File: config.mk
export PLATFORM = sky130hd
export DESIGN_NAME = alu_arbiter_flat
export DESIGN_NICKNAME = d
export VERILOG_FILES = /design/src/rtl/alu_arbiter_if.sv /design/src/rtl/alu_arbiter.sv /design/src/flat_wrapper.sv
export SDC_FILE = /design/constraint.sdc
export NUM_CORES = 1
export LEC_CHECK = 0
export BUFFER_PORTS_ARGS = -buffer_cell sky130_fd_sc_hd__buf_2
export CELL_PAD_IN_SITES_DETAIL_PLACEMENT = 0
export CELL_PAD_IN_SITES_GLOBAL_PLACEMENT = 2
export CORE_MARGIN = 3
export CORE_UTILIZATION = 22
export DETAILED_ROUTE_END_ITERATION = 7
export GPL_ROUTABILITY_DRIVEN = 0
export PLACE_DENSITY_LB_ADDON = 0.15
export RECOVER_POWER = 25
export SYNTH_ARGS = -nofsm -noshare
export SYNTH_HDL_FRONTEND = slang
export SYNTH_SLANG_ARGS = --single-unit
File: constraint.sdc
create_clock -name clk -period 2.3 [get_ports clk]
set_input_delay 0.345 -clock clk [delete_from_list [all_inputs] [get_ports clk]]
set_output_delay 0.345 -clock clk [all_outputs]
set_load 0.005 [all_outputs]
File: src/rtl/alu_arbiter_if.sv
// Bundles the requester, ALU and result-drain signals of alu_arbiter.
// slave is the arbiter's view; master is the surrounding environment's view.
interface alu_arbiter_if #(
    parameter int CNT_W = 16
);
    logic             req0;
    logic [2:0]       op0;
    logic [31:0]      a0;
    logic [31:0]      b0;
    logic             gnt0;
    logic             req1;
    logic [2:0]       op1;
    logic [31:0]      a1;
    logic [31:0]      b1;
    logic             gnt1;
    logic [2:0]       alu_op;
    logic [31:0]      alu_a;
    logic [31:0]      alu_b;
    logic [31:0]      alu_result;
    logic             alu_zero;
    logic             out_valid;
    logic             out_id;
    logic [31:0]      out_result;
    logic             out_zero;
    logic             out_err;
    logic             out_ready;
    logic [CNT_W-1:0] cnt0;
    logic [CNT_W-1:0] cnt1;

    modport slave (
        input  req0, op0, a0, b0, req1, op1, a1, b1,
        input  alu_result, alu_zero, out_ready,
        output gnt0, gnt1, alu_op, alu_a, alu_b,
        output out_valid, out_id, out_result, out_zero, out_err, cnt0, cnt1
    );

    modport master (
        output req0, op0, a0, b0, req1, op1, a1, b1,
        output alu_result, alu_zero, out_ready,
        input  gnt0, gnt1, alu_op, alu_a, alu_b,
        input  out_valid, out_id, out_result, out_zero, out_err, cnt0, cnt1
    );
endinterface

File: src/rtl/alu_arbiter.sv
// Round-robin sharing of one 32-bit ALU between two requesters, with a one-entry
// result register drained by valid/ready and a completion counter per requester.
module alu_arbiter #(
    parameter int CNT_W = 16
) (
    input  logic         clk,
    input  logic         rst,
    alu_arbiter_if.slave bus
);
    localparam logic [CNT_W-1:0] CNT_ONE = CNT_W'(1'b1);

    function automatic logic op_legal(input logic [2:0] op);
        logic legal;
        case (op)
            3'b001, 3'b010, 3'b101, 3'b111: legal = 1'b1;
            default:                        legal = 1'b0;
        endcase
        return legal;
    endfunction

    logic             slot_free_s;
    logic             drain_s;
    logic             gnt0_s;
    logic             gnt1_s;
    logic             grant_s;
    logic             sel_s;
    logic             sel_legal_s;
    logic [2:0]       sel_op_s;
    logic [31:0]      sel_a_s;
    logic [31:0]      sel_b_s;
    logic [2:0]       alu_op_s;

    logic             out_valid_q, out_valid_d;
    logic             out_id_q, out_id_d;
    logic [31:0]      out_result_q, out_result_d;
    logic             out_zero_q, out_zero_d;
    logic             out_err_q, out_err_d;
    logic             prio_q, prio_d;
    logic [CNT_W-1:0] cnt0_q, cnt0_d;
    logic [CNT_W-1:0] cnt1_q, cnt1_d;

    assign slot_free_s = !out_valid_q || bus.out_ready;
    assign drain_s     = out_valid_q && bus.out_ready;

    // Round-robin grant, only issued while the output slot can take a result
    always_comb begin
        gnt0_s = 1'b0;
        gnt1_s = 1'b0;
        if (slot_free_s) begin
            if (bus.req0 && bus.req1) begin
                if (prio_q) begin
                    gnt1_s = 1'b1;
                end else begin
                    gnt0_s = 1'b1;
                end
            end else if (bus.req0) begin
                gnt0_s = 1'b1;
            end else if (bus.req1) begin
                gnt1_s = 1'b1;
            end else begin
                gnt0_s = 1'b0;
                gnt1_s = 1'b0;
            end
        end else begin
            gnt0_s = 1'b0;
            gnt1_s = 1'b0;
        end
        grant_s = gnt0_s || gnt1_s;
        // Without a grant the ALU still follows the requester next in line
        sel_s   = gnt1_s || (!gnt0_s && prio_q);
    end

    // Operand mux toward the shared ALU; illegal opcodes are parked on add
    always_comb begin
        if (sel_s) begin
            sel_op_s = bus.op1;
            sel_a_s  = bus.a1;
            sel_b_s  = bus.b1;
        end else begin
            sel_op_s = bus.op0;
            sel_a_s  = bus.a0;
            sel_b_s  = bus.b0;
        end
        sel_legal_s = op_legal(sel_op_s);
        if (sel_legal_s) begin
            alu_op_s = sel_op_s;
        end else begin
            alu_op_s = 3'b001;
        end
    end

    // Next state of the result slot, round-robin pointer and completion counters
    always_comb begin
        out_valid_d  = out_valid_q;
        out_id_d     = out_id_q;
        out_result_d = out_result_q;
        out_zero_d   = out_zero_q;
        out_err_d    = out_err_q;
        prio_d       = prio_q;
        cnt0_d       = cnt0_q;
        cnt1_d       = cnt1_q;
        if (grant_s) begin
            out_valid_d = 1'b1;
            out_id_d    = gnt1_s;
            prio_d      = !gnt1_s;
            if (sel_legal_s) begin
                out_result_d = bus.alu_result;
                out_zero_d   = bus.alu_zero;
                out_err_d    = 1'b0;
            end else begin
                out_result_d = 32'd0;
                out_zero_d   = 1'b0;
                out_err_d    = 1'b1;
            end
        end else if (drain_s) begin
            out_valid_d = 1'b0;
        end else begin
            out_valid_d = out_valid_q;
        end
        if (drain_s) begin
            if (out_id_q) begin
                cnt1_d = cnt1_q + CNT_ONE;
            end else begin
                cnt0_d = cnt0_q + CNT_ONE;
            end
        end else begin
            cnt0_d = cnt0_q;
            cnt1_d = cnt1_q;
        end
    end

    // State registers
    always_ff @(posedge clk or posedge rst) begin
        if (rst) begin
            out_valid_q  <= 1'b0;
            out_id_q     <= 1'b0;
            out_result_q <= 32'd0;
            out_zero_q   <= 1'b0;
            out_err_q    <= 1'b0;
            prio_q       <= 1'b0;
            cnt0_q       <= {CNT_W{1'b0}};
            cnt1_q       <= {CNT_W{1'b0}};
        end else begin
            out_valid_q  <= out_valid_d;
            out_id_q     <= out_id_d;
            out_result_q <= out_result_d;
            out_zero_q   <= out_zero_d;
            out_err_q    <= out_err_d;
            prio_q       <= prio_d;
            cnt0_q       <= cnt0_d;
            cnt1_q       <= cnt1_d;
        end
    end

    assign bus.gnt0       = gnt0_s;
    assign bus.gnt1       = gnt1_s;
    assign bus.alu_op     = alu_op_s;
    assign bus.alu_a      = sel_a_s;
    assign bus.alu_b      = sel_b_s;
    assign bus.out_valid  = out_valid_q;
    assign bus.out_id     = out_id_q;
    assign bus.out_result = out_result_q;
    assign bus.out_zero   = out_zero_q;
    assign bus.out_err    = out_err_q;
    assign bus.cnt0       = cnt0_q;
    assign bus.cnt1       = cnt1_q;
endmodule

File: src/flat_wrapper.sv
// flat-port wrapper written by rule: the top's interface ports become plain ports
module alu_arbiter_flat 
#(
    parameter int CNT_W = 16
)
  (clk, rst, bus_req0, bus_op0, bus_a0, bus_b0, bus_req1, bus_op1, bus_a1, bus_b1, bus_alu_result, bus_alu_zero, bus_out_ready, bus_gnt0, bus_gnt1, bus_alu_op, bus_alu_a, bus_alu_b, bus_out_valid, bus_out_id, bus_out_result, bus_out_zero, bus_out_err, bus_cnt0, bus_cnt1);
  alu_arbiter_if #(.CNT_W(CNT_W)) bus_i ();
  input  logic clk;
  input  logic rst;
  input wire logic [$bits(bus_i.req0)-1:0] bus_req0;
  input wire logic [$bits(bus_i.op0)-1:0] bus_op0;
  input wire logic [$bits(bus_i.a0)-1:0] bus_a0;
  input wire logic [$bits(bus_i.b0)-1:0] bus_b0;
  input wire logic [$bits(bus_i.req1)-1:0] bus_req1;
  input wire logic [$bits(bus_i.op1)-1:0] bus_op1;
  input wire logic [$bits(bus_i.a1)-1:0] bus_a1;
  input wire logic [$bits(bus_i.b1)-1:0] bus_b1;
  input wire logic [$bits(bus_i.alu_result)-1:0] bus_alu_result;
  input wire logic [$bits(bus_i.alu_zero)-1:0] bus_alu_zero;
  input wire logic [$bits(bus_i.out_ready)-1:0] bus_out_ready;
  output wire logic [$bits(bus_i.gnt0)-1:0] bus_gnt0;
  output wire logic [$bits(bus_i.gnt1)-1:0] bus_gnt1;
  output wire logic [$bits(bus_i.alu_op)-1:0] bus_alu_op;
  output wire logic [$bits(bus_i.alu_a)-1:0] bus_alu_a;
  output wire logic [$bits(bus_i.alu_b)-1:0] bus_alu_b;
  output wire logic [$bits(bus_i.out_valid)-1:0] bus_out_valid;
  output wire logic [$bits(bus_i.out_id)-1:0] bus_out_id;
  output wire logic [$bits(bus_i.out_result)-1:0] bus_out_result;
  output wire logic [$bits(bus_i.out_zero)-1:0] bus_out_zero;
  output wire logic [$bits(bus_i.out_err)-1:0] bus_out_err;
  output wire logic [$bits(bus_i.cnt0)-1:0] bus_cnt0;
  output wire logic [$bits(bus_i.cnt1)-1:0] bus_cnt1;
  assign bus_i.req0 = bus_req0;
  assign bus_i.op0 = bus_op0;
  assign bus_i.a0 = bus_a0;
  assign bus_i.b0 = bus_b0;
  assign bus_i.req1 = bus_req1;
  assign bus_i.op1 = bus_op1;
  assign bus_i.a1 = bus_a1;
  assign bus_i.b1 = bus_b1;
  assign bus_i.alu_result = bus_alu_result;
  assign bus_i.alu_zero = bus_alu_zero;
  assign bus_i.out_ready = bus_out_ready;
  assign bus_gnt0 = bus_i.gnt0;
  assign bus_gnt1 = bus_i.gnt1;
  assign bus_alu_op = bus_i.alu_op;
  assign bus_alu_a = bus_i.alu_a;
  assign bus_alu_b = bus_i.alu_b;
  assign bus_out_valid = bus_i.out_valid;
  assign bus_out_id = bus_i.out_id;
  assign bus_out_result = bus_i.out_result;
  assign bus_out_zero = bus_i.out_zero;
  assign bus_out_err = bus_i.out_err;
  assign bus_cnt0 = bus_i.cnt0;
  assign bus_cnt1 = bus_i.cnt1;
  alu_arbiter #(.CNT_W(CNT_W)) u_core (.clk(clk), .rst(rst), .bus(bus_i));
endmodule
Word level (Yosys, flattened, before mapping)
Cells that the tools add are included.
{"block": "classes", "n_reduce_logical": 13, "addsub": 2, "mux": 19, "n_bitwise": 1, "n_eq_ne": 4}
{"cell": "32-bit two-way mux", "count": 3}
{"cell": "16-bit by 1-bit adder with 16-bit output (second input constant)", "count": 2}
{"cell": "1-bit two-way mux", "count": 14}
{"cell": "3-bit equality test (second input constant)", "count": 2}
{"cell": "3-bit two-way mux", "count": 2}
{"cell": "2-bit AND reduction", "count": 2}
{"cell": "4-bit OR reduction", "count": 1}
{"cell": "3-bit by 1-bit equality test with 1-bit output (second input constant)", "count": 1}
{"cell": "3-bit by 2-bit equality test with 1-bit output (second input constant)", "count": 1}
{"cell": "1-bit logical AND", "count": 3}
{"cell": "1-bit logical NOT", "count": 3}
{"cell": "1-bit logical OR", "count": 3}
{"cell": "2-bit nonzero test", "count": 1}
{"cell": "1-bit inverter", "count": 1}
{"block": "totals", "regBits": 69, "wordCells": 47, "input_bits": 172, "out_inout_bits": 137}

Logic depth before layout (Yosys ltp)
Gate-level depths: netlist of the first run.
{"block": "logic_depth", "ltp_word": 11, "depth_mapped": 6, "ltp_nobuf": 5}

Worst setup path after synthesis of the first run
No wires, ideal clock.
{"block": "synth_timing", "path_type": "flip-flop to output port", "startpoint": "register u_core.out_valid_q, in the netlist u_core.bus.out_valid", "endpoint": "output port bus_alu_a[10]", "n_path_buf": 1, "stages_incl_launch_ff": 6, "required_ps": 1955, "path_slack_ps": 421, "arrival_ps": 1534, "cell_sequence": "dfrtp_1 nor2b_1 o21ai_1 nand2_4 buf_6 mux2_4"}
{"block": "synth_between", "elab_chain_cells": 7, "elab_cells_between_ends": 8, "cone_classes": "3 x mux; 5 x reduce/logical"}
{"item": "from (decl)", "line": "alu_arbiter.sv:33", "source": "logic out_valid_q, out_valid_d;"}
{"item": "from (signal assigned)", "line": "alu_arbiter.sv:144", "source": "out_valid_q <= out_valid_d;"}
{"item": "1-bit logical NOT (*)", "line": "alu_arbiter.sv:42", "source": "assign slot_free_s = !out_valid_q || bus.out_ready;"}
{"item": "1-bit logical OR (*)", "line": "alu_arbiter.sv:42"}
{"item": "1-bit two-way mux", "line": "alu_arbiter.sv:49", "source": "if (slot_free_s) begin"}
{"item": "1-bit logical NOT", "line": "alu_arbiter.sv:70", "source": "sel_s = gnt1_s || (!gnt0_s && prio_q);"}
{"item": "1-bit logical AND", "line": "alu_arbiter.sv:70"}
{"item": "1-bit logical OR (*)", "line": "alu_arbiter.sv:70"}
{"item": "32-bit two-way mux (*)", "line": "alu_arbiter.sv:75", "source": "if (sel_s) begin"}
{"item": "to (decl)", "line": "flat_wrapper.sv:24", "source": "output wire logic [$bits(bus_i.alu_a)-1:0] bus_alu_a;"}
Mark *: on every way between the ends. The rest lies on a longest branch, timed or not.

Worst setup path after layout of the first run
{"block": "layout_timing", "startpoint": "register u_core.out_valid_q, in the netlist u_core.bus.out_valid", "endpoint": "output port bus_alu_op[0]"}
{"block": "layout_between", "elab_chain_cells": 11, "elab_cells_between_ends": 15, "cone_classes": "4 x eq/ne; 5 x mux; 6 x reduce/logical"}
{"item": "1-bit logical NOT (*)", "line": "alu_arbiter.sv:42"}
{"item": "1-bit logical OR (*)", "line": "alu_arbiter.sv:42"}
{"item": "1-bit two-way mux", "line": "alu_arbiter.sv:49"}
{"item": "1-bit logical NOT", "line": "alu_arbiter.sv:70"}
{"item": "1-bit logical AND", "line": "alu_arbiter.sv:70"}
{"item": "1-bit logical OR (*)", "line": "alu_arbiter.sv:70"}
{"item": "3-bit two-way mux (*)", "line": "alu_arbiter.sv:75"}
{"item": "3-bit by 1-bit equality test with 1-bit output, or another cell as far along", "line": "alu_arbiter.sv:14", "source": "case (op)"}
{"item": "4-bit OR reduction", "line": "alu_arbiter.sv:14"}
{"item": "1-bit two-way mux", "line": "alu_arbiter.sv:14"}
{"item": "3-bit two-way mux (*)", "line": "alu_arbiter.sv:85", "source": "if (sel_legal_s) begin"}
{"item": "to (decl)", "line": "flat_wrapper.sv:23", "source": "output wire logic [$bits(bus_i.alu_op)-1:0] bus_alu_op;"}
Marked as above.

==> results of run 1 <==
## cells in the mapped netlist
library cell / number
nand2_1: 85
dfrtp_1: 69
mux2_4: 60
o31ai_1: 33
xnor2_1: 20
nor2_1: 13
xor2_1: 12
buf_6: 9
clkbuf_1: 9
nand3_1: 9
nand4_1: 8
buf_2: 6
mux2_2: 6
and3_1: 5
inv_1: 4
nand2b_1: 4
a21oi_1: 3
nor3_1: 3
o21ai_0: 3
and4_1: 2
ha_1: 2
nor4_1: 2
o21ai_1: 2
o31a_1: 2
a21oi_2: 1
a31o_2: 1
a31oi_4: 1
and2_1: 1
and3b_1: 1
nand2_4: 1
nor2b_1: 1
nor3_4: 1
o21a_1: 1
or2_2: 1
or4_1: 1
## routing by layer
metal	routed length [um]	GRT usage [%]	vias up
met3	957	2.329	9
met4	175	4.262	0
met1	6161	15.77	1930
met2	8661	26.63	154
li1	-	-	1967
met5	0	0	-
## worst max-delay path by stage
stage	from	end	depth (start not counted)	slack, ps
after detailed placement	bus_out_ready	bus_alu_b[26]	7	70
after global placement	bus_out_ready	bus_alu_b[28]	7	110
after global routing	u_core.bus.out_valid	bus_alu_op[0]	6	-30
after CTS	u_core.bus.out_valid	bus_alu_op[0]	6	-8
final	u_core.bus.out_valid	bus_alu_op[0]	6	30
after floorplan	rst	u_core.bus.cnt0[0]	1	220
## tightest hold or removal path, cell delays in order
cell and delay, ps:
buf_2 90, nand2_1 50, o31ai_1 50
## sequential cells by signal, indices dropped and copies added, names as in the netlist
name / flops
u_core.bus.out_id: 1
u_core.prio_q: 1
u_core.bus.out_err: 1
u_core.bus.cnt1: 16
u_core.bus.out_result: 32
u_core.bus.out_valid: 1
u_core.bus.cnt0: 16
u_core.bus.out_zero: 1
## logic make-up after synthesis
group / Yosys count / share of synthesized area, %
flops: 69 / 41.52
simple gates: 138 / 15.07
fa+ha+maj: 2 / 0.6016
xor+xnor: 32 / 6.739
buf+inv: 28 / 4.332
compound gates: 47 / 8.454
mux: 66 / 23.28
## what timing repair did
item,4_1_cts,5_1_grt
endpoints found under the setup margin,62,56
pin swaps,0,1
resized for setup,7,1
cloned,0,2
setup buffers,3,3
## power breakdown
group	internal [mW]	leakage, nW	total [mW]	switching (mW)
sequential	1.42	0.895	1.60	0.181
combinational	0.941	2.48	1.70	0.755
clock	0.861	0.145	1.37	0.507
total	3.22	3.52	4.67	1.44
## cells in the final DEF, fill, tap and decap left out, types with 9 or more instances in the layout
cell type  count
o31ai_1       33
mux2_4        60
buf_2        308
nor2_1        11
xnor2_1       20
nand3_1        9
xor2_1        12
nand2_1       85
clkbuf_16     11
dfrtp_1       69
buf_4         15
## through the flow
stage          hold slack, ps  setup TNS, ps  util [%]  total power [mW]  instance area (um^2)
5_1_grt                 248.6         -26.49     35.00             4.959                  6395
6_report                251.7              0     35.00             4.667                  6395
4_1_cts                 113.2         -11.72     34.65             4.712                  6330
2_1_floorplan           464.7              0         -             2.532                  4159
3_5_place_dp            456.3              0     32.75             3.282                  5983
3_3_place_gp            456.2              0     32.75             3.268                  5983
## area by class of cell
type | count | share of cell area (%)
Clock buffer | 11 | 3.796
Clock inverter | 4 | 0.7631
Inverter | 4 | 0.2348
Multi-Input combinational cell | 285 | 35.88
Sequential cell | 69 | 27.00
Tap cell | 229 | 4.481
Timing Repair Buffer | 330 | 27.84
==> flow_summary.toml, run 1 <==
[run_status]
status = "complete, but fails checks"
failed_checks = "max-capacitance violations, max-slew violations"

[cells_and_area]
layout-drive-gt1-share_pct = 60.17
seqCellArea_um2 = 1727
final.fill_count = 1890
diodes = 0
nNetsFinal = 873
instances_no_fill = 932
multiInputGateArea_um2 = 2295
syn2layout_area_growth_pct = 53.76

[hold_path]
hold_depth = 3
whs_endpoint = "u_core.bus.out_result[22]"
min_from = "bus_alu_result[22]"
hp-class = "in -> reg"

[timing]
setup_ws_ps = 32.88
fmax_mhz = 441.1
slew_viol_final = 70
post-route-period-util_pct = 98.57
clock_skew_ps = 6.331
setup_violations = 0
worst_pin_slew_ps = 1819
slew_headroom_pct = -21.26
hold_viol = 0
rsz0062_at_grt = "yes"
min_period_ps = 2267

[clocking]
clock_path_buffers = 2
path_clk_slew_ps = 50
root_buffer = "clkbuf_16"
cts.sinks = 69
clock_latency_ps = 330
cts_tree = "built"
holdBufCountCts = 0
cts_buffers = 9
htree_levels = 3

[worst_setup_path]
r2r-start = "u_core.bus.out_valid"
slowest_delay_ps = 470
crit_buf_inv = 2
r2r_cells = 6
crit_chain = "nor2b_4 > buf_6 > o21a_4 > or4_1 > o31a_1 > buf_2"
startpoint_type = "flop"
cp_max_fo = 3
endpoint_kind = "primary output"
reg2reg_to = "u_core.bus.cnt0[15]"
path_delay_family = "simple AND/OR/NAND/NOR gates"
critical_path_class = "reg -> out"
rrSetupSlack_ps = 430
crit_arrival_ps = 1920
crit_path_top_delay_cell = "or4_1"
required_ps = 1960

[route]
drt_iter0_drc = 105
avgRoutedWirePerCell_um = 17.12
vias = 4060
via_per_inst = 4.356
dr.pass1.iters = 4
routed_wl_um = 15960
ant_nets = 0
drcViolationCount = 0

[run]
cap_violations = 1

[placement]
dp.cells = 909
dpl.hpwl_um = 12660
pre_cts_ws_ps = 70.87
io_buffers = 308

[die]
rows = 49
core_area_um2 = 18270
die_h_um = 143.5
initial_core_util_pct = 22.76
die_area_um2 = 20590
io_pins = 309
chipWidth_um = 143.5

[synthesis]
syn_avg_cell_area_um2 = 10.89
yosysTopAreaCell = "dfrtp_1"
synth_nets = 556
synth-seq-area-share_pct = 41.52
synth_cells = 382
synth_top_area_share_pct = 41.52
synth_warnings = 0
ys_top_cells_by_area = "dfrtp_1 (42%), mux2_4 (22%), nand2_1 (7.7%), o31ai_1 (6.0%), xnor2_1 (4.2%)"
syn-cell-area_um2 = 4159
yosysUniqueCellTypes = 35
ys_seq_elements = 69

[global_route]
grt_first_pass_wirelength_um = 22290
track_usage_pct = 13.96
grt_max_degree = 70
grt_pass1_vias = 3951
globalRouteOverflowTotal = 0
antenna_found_initial = 0

[pwr]
power.density_nw_per_um2 = 729.8
ir_drop_mv = 0.3077
leakage_nw = 3.519
No activity file was read; power rests on OpenSTA's default activity.
==> run 2, diff against run 1 <==
- CELL_PAD_IN_SITES_GLOBAL_PLACEMENT: 2 -> 1
- CORE_UTILIZATION: 22 -> 25
==> flow_summary.toml, run 2 (same netlist as run 1, synthesis figures left out) <==
[cells_and_area]
nNetsFinal = 885
final.fill_count = 1587
most-common-layout-cells = "buf_2 (276), nand2_1 (85), dfrtp_1 (69), mux2_4 (62), buf_6 (39)"
syn2layout_area_growth_pct = 63.84
largest_reg_flops = 32
layout-drive-gt1-share_pct = 61.03
layout_commonest_cell = "buf_2"
instances_no_fill = 934

[clocking]
root_buffer = "clkbuf_16"
clock_path_buffers = 2
path_clk_slew_ps = 60
clock_latency_ps = 340
holdBufCountCts = 0
htree_levels = 3
cts_tree = "built"
cts.sinks = 69
cts_buffers = 9

[worst_setup_path]
crit_buf_inv = 4
critical_path_class = "reg -> out"
crit_path_top_delay_cell = "dfrtp_1"
path_delay_family = "buffers and inverters"
startpoint_type = "flop"
endpoint_kind = "primary output"
crit_arrival_ps = 1920
reg2reg_to = "u_core.bus.out_result[11]"
required_ps = 1960
r2r_cells = 9
path_common_cell = "buf_6"
slowest_delay_ps = 380
r2r-start = "u_core.bus.out_valid"
crit_chain = "buf_6 > nand2b_4 > a31oi_4 > buf_12 > nand2_8 > clkbuf_16 > mux2_4 > buf_6"
cp_max_fo = 6
rrSetupSlack_ps = 410

[pwr]
leakage_nw = 3.705
p_sw_mw = 1.533
p_seq_share_pct = 31.2
intPower_mw = 3.612
clkPwrFrac_pct = 31.1
power.density_nw_per_um2 = 755.0
swShare_pct = 29.80
power_frac_comb_pct = 37.7
ir_drop_mv = 0.3335
finalPower_mw = 5.145

[run_status]
failed_checks = "max-capacitance violations, max-slew violations"
status = "complete, but fails checks"

[timing]
clock_skew_ps = 8.203
min_period_ps = 2270
post-route-period-util_pct = 98.68
rsz0062_at_grt = "yes"
slew_headroom_pct = -17.44
hold_viol = 0
worst_pin_slew_ps = 1762
setup_violations = 0
setup_tns_ps = 0
slew_viol_final = 70
fmax_mhz = 440.6

[route]
drt_iter0_drc = 139
routed_wl_um = 15920
avgRoutedWirePerCell_um = 17.04
drcViolationCount = 0
vias = 4114
ant_nets = 0
dr.pass1.iters = 5
via_per_inst = 4.405

[die]
die_h_um = 135.0
die_area_um2 = 18220
io_pins = 309
rows = 46
core_area_um2 = 16060
chipWidth_um = 135.0
initial_core_util_pct = 25.90

[global_route]
grt_pass1_vias = 3938
grt_first_pass_wirelength_um = 21940
antenna_found_initial = 1
grt_max_degree = 70
track_usage_pct = 15.34
globalRouteOverflowTotal = 0

[placement]
dp.cells = 897
io_buffers = 308
dpl.hpwl_um = 11930

[run]
cap_violations = 1

[hold_path]
hold_depth = 3
min_from = "bus_alu_result[18]"
hp-class = "in -> reg"
whs_endpoint = "u_core.bus.out_result[18]"
## run 2: cell types whose count changed in the layout (fill, tap and decap cells not counted), moves of 2 or more
cell and delta:
buf_12 +2, buf_2 -32, buf_6 +38, bufinv_16 +2
diode_2 +2, mux2_2 -2, mux2_4 +2
## run 2: power by group through the flow
stage / logic, mW / clock network [mW] / registers (mW)
after floorplan: 0.915 / 0 / 1.62
after global placement: 1.63 / 0 / 1.62
after detailed placement: 1.65 / 0 / 1.62
after CTS: 1.69 / 1.65 / 1.61
after global routing: 2.10 / 1.71 / 1.63
final: 1.94 / 1.60 / 1.60
## run 2: repair_timing
item | 4_1_cts | 5_1_grt
gates cloned | 0 | 7
setup buffers | 3 | 9
hold endpoints to repair | 0 | 0
endpoints found under the setup margin | 64 | 62
pin swaps | 2 | 3
gates resized for setup | 10 | 37
## run 2: area by class of cell
class / count / area, um^2 / area share, %
well taps: 216 / 270.3 / 3.966
repair buffers: 340 / 2121 / 31.12
clock inverters: 7 / 121.4 / 1.781
inverters: 4 / 15.01 / 0.2203
multi-input cells: 287 / 2330 / 34.19
diodes: 2 / 5.005 / 0.07345
flip-flops and latches: 69 / 1727 / 25.34
clock buffers: 9 / 225.2 / 3.305
## run 2: metal layers
| layer | routed length, um | global-route usage [%] |
|---|---|---|
| met1 | 5826 | 17.34 |
| met2 | 8583 | 27.49 |
| met3 | 1230 | 4.173 |
| met4 | 279 | 5.935 |
| met5 | 0 | 0 |
## run 2: worst max-delay path by stage
stage | to | cells after the start | slack, ps | start
after CTS | bus_alu_b[1] | 6 | -5 | u_core.bus.out_valid
after global routing | bus_alu_a[7] | 8 | -50 | u_core.bus.out_valid
after floorplan | u_core.bus.cnt0[0] | 1 | 220 | rst
after detailed placement | bus_alu_b[1] | 7 | 30 | bus_out_ready
final | bus_alu_b[9] | 8 | 30 | u_core.bus.out_valid
after global placement | bus_alu_b[1] | 7 | 60 | bus_out_ready
## run 2: through the flow
stage	util [%]	hold WS, ps	cell area (um^2)	setup WS (ps)
final	42.43	246.4	6814	30.27
after global routing	42.42	242.9	6812	-47.11
after CTS	39.83	98.85	6396	-4.816
after detailed placement	37.21	460.2	5974	25.83
after global placement	37.21	453.5	5974	64.28
after floorplan	-	464.7	4159	215.1
## run 2: tightest hold or removal path: stages
cell	delay, ps
buf_2	100
nand2_1	50
o31ai_1	50
==> run 3, diff against run 2 <==
- CELL_PAD_IN_SITES_DETAIL_PLACEMENT: 0 -> default
- CELL_PAD_IN_SITES_GLOBAL_PLACEMENT: 1 -> default
- CORE_MARGIN: 3 -> default
==> flow_summary.toml, run 3 (same netlist as run 1, synthesis figures left out) <==
[route]
vias = 4048
drcViolationCount = 0
routed_wl_um = 14080
avgRoutedWirePerCell_um = 15.32
drt_iter0_drc = 143
dr.pass1.iters = 4
ant_nets = 0
via_per_inst = 4.405

[worst_setup_path]
path_delay_family = "simple AND/OR/NAND/NOR gates"
crit_buf_inv = 1
startpoint_type = "flop"
crit_arrival_ps = 1920
slowest_delay_ps = 510
crit_path_top_delay_cell = "or4_1"
required_ps = 1960
cp_max_fo = 6
critical_path_class = "reg -> out"
r2r_cells = 6
crit_chain = "nand2b_2 > a31o_2 > or4_1 > o31a_1 > buf_2"
endpoint_kind = "primary output"
worst-path-stages = 5

[die]
core_area_um2 = 16060
rows = 46
io_pins = 309
initial_core_util_pct = 25.90
die_h_um = 131.0
chipWidth_um = 131.0
die_area_um2 = 17160

[timing]
slew_viol_final = 70
min_period_ps = 2268
rsz0062_at_grt = "yes"
fmax_mhz = 440.8
setup_violations = 0
setup_tns_ps = 0
slew_headroom_pct = -16.74
holdWs_ps = 242.5
post-route-period-util_pct = 98.63
worst_pin_slew_ps = 1751
hold_viol = 0
clock_skew_ps = 3.917

[pwr]
swShare_pct = 30.96
power_frac_comb_pct = 35.6
ir_drop_mv = 0.3102
leakage_nw = 3.476
intPower_mw = 3.169
p_sw_mw = 1.421
power.density_nw_per_um2 = 728.5
p_seq_share_pct = 34.9
clkPwrFrac_pct = 29.5

[clocking]
root_buffer = "clkbuf_16"
clock_latency_ps = 340
cts.sinks = 69
path_clk_slew_ps = 50
cts_tree = "built"
clock_path_buffers = 2
cts_buffers = 9
htree_levels = 3

[cells_and_area]
layout_commonest_cell = "buf_2"
nNetsFinal = 871
multiInputGateArea_um2 = 2282
syn2layout_area_growth_pct = 51.47
largest_reg_flops = 32
layout-drive-gt1-share_pct = 59.69
most-common-layout-cells = "buf_2 (308), nand2_1 (85), dfrtp_1 (69), mux2_4 (60), o31ai_1 (33)"
final.fill_count = 1635
seqCellArea_um2 = 1727
instances_no_fill = 919
utilization_pct = 39.23

[global_route]
grt-busiest-layer = "met2"
met2_usage_pct = 27.17
antenna_found_initial = 0
track_usage_pct = 15.18
grt_first_pass_wirelength_um = 19610
grtUsageMet3_pct = 3.298
grt_max_degree = 70
grt_pass1_vias = 3796
globalRouteOverflowTotal = 0
grt_use_met1_pct = 17.29

[hold_path]
hp-class = "in -> reg"
hold_depth = 3

[placement]
dpl.hpwl_um = 11280
dp.cells = 899
io_buffers = 308

[run_status]
failed_checks = "max-capacitance violations, max-slew violations"
status = "complete, but fails checks"

[run]
cap_violations = 1
[run 3: metal layers]
| metal | up-vias | share of wire, % |
|---|---|---|
| met5 | - | 0 |
| met4 | 0 | 1.8 |
| met3 | 16 | 6.7 |
| met2 | 172 | 52 |
| met1 | 1894 | 39 |
| li1 | 1966 | - |
[run 3: path summary, 6_finish.rpt]
kind | from | to | slack, ps
setup / recovery | u_core.bus.out_valid | bus_alu_op[0] | 30
hold / removal | bus_alu_result[20] | u_core.bus.out_result[20] | 240
setup reg to reg | u_core.prio_q | u_core.bus.out_result[9] | 270
hold reg to reg | u_core.bus.cnt0[15] | u_core.bus.cnt0[15] | 470
max in group asynchronous | rst | u_core.bus.out_result[1] | 650
min in group asynchronous | rst | u_core.bus.out_result[16] | 630
[run 3: what timing repair did]
| action | 4_1_cts | 5_1_grt |
|---|---|---|
| gates resized for setup | 5 | 2 |
| endpoints found under the setup margin | 65 | 60 |
| buffers inserted | 2 | 1 |
| hold buffers | 0 | 0 |
| pin swaps | 2 | 1 |
[run 3: stage by stage]
| stage | instance area, um^2 | total power [mW] | worst slack [ps] |
|---|---|---|---|
| after floorplan | 4159 | 2.532 | 215.1 |
| after global placement | 5977 | 3.227 | 63.14 |
| after detailed placement | 5977 | 3.256 | 42.19 |
| after CTS | 6294 | 4.652 | -2.135 |
| after global routing | 6297 | 4.893 | -45.57 |
| final | 6300 | 4.590 | 31.57 |
[run 3: layout make-up]
class                      instances  area share [%]
multi-input combinational        285           36.23
sequential                        69           27.41
timing repair buffer             328           27.27
tap                              216           4.290
clock buffer                      12           3.754
clock inverter                     4          0.7746
inverter                           4          0.2383
antenna                            1         0.03972
[run 3: power by group through the flow]
stage / Clock [mW] / Sequential (mW) / Combinational [mW]
after detailed placement: 0 / 1.62 / 1.63
after CTS: 1.39 / 1.61 / 1.66
after floorplan: 0 / 1.62 / 0.915
after global placement: 0 / 1.62 / 1.61
final: 1.36 / 1.60 / 1.63
after global routing: 1.46 / 1.63 / 1.80
[run 3: worst register-to-register path, cell delays in order (launching register included)]
cell and delay, ps:
dfrtp_1 420, nor2_2 200, a31oi_4 60, buf_4 160, a21oi_2 730, buf_12 250, o31ai_1 90
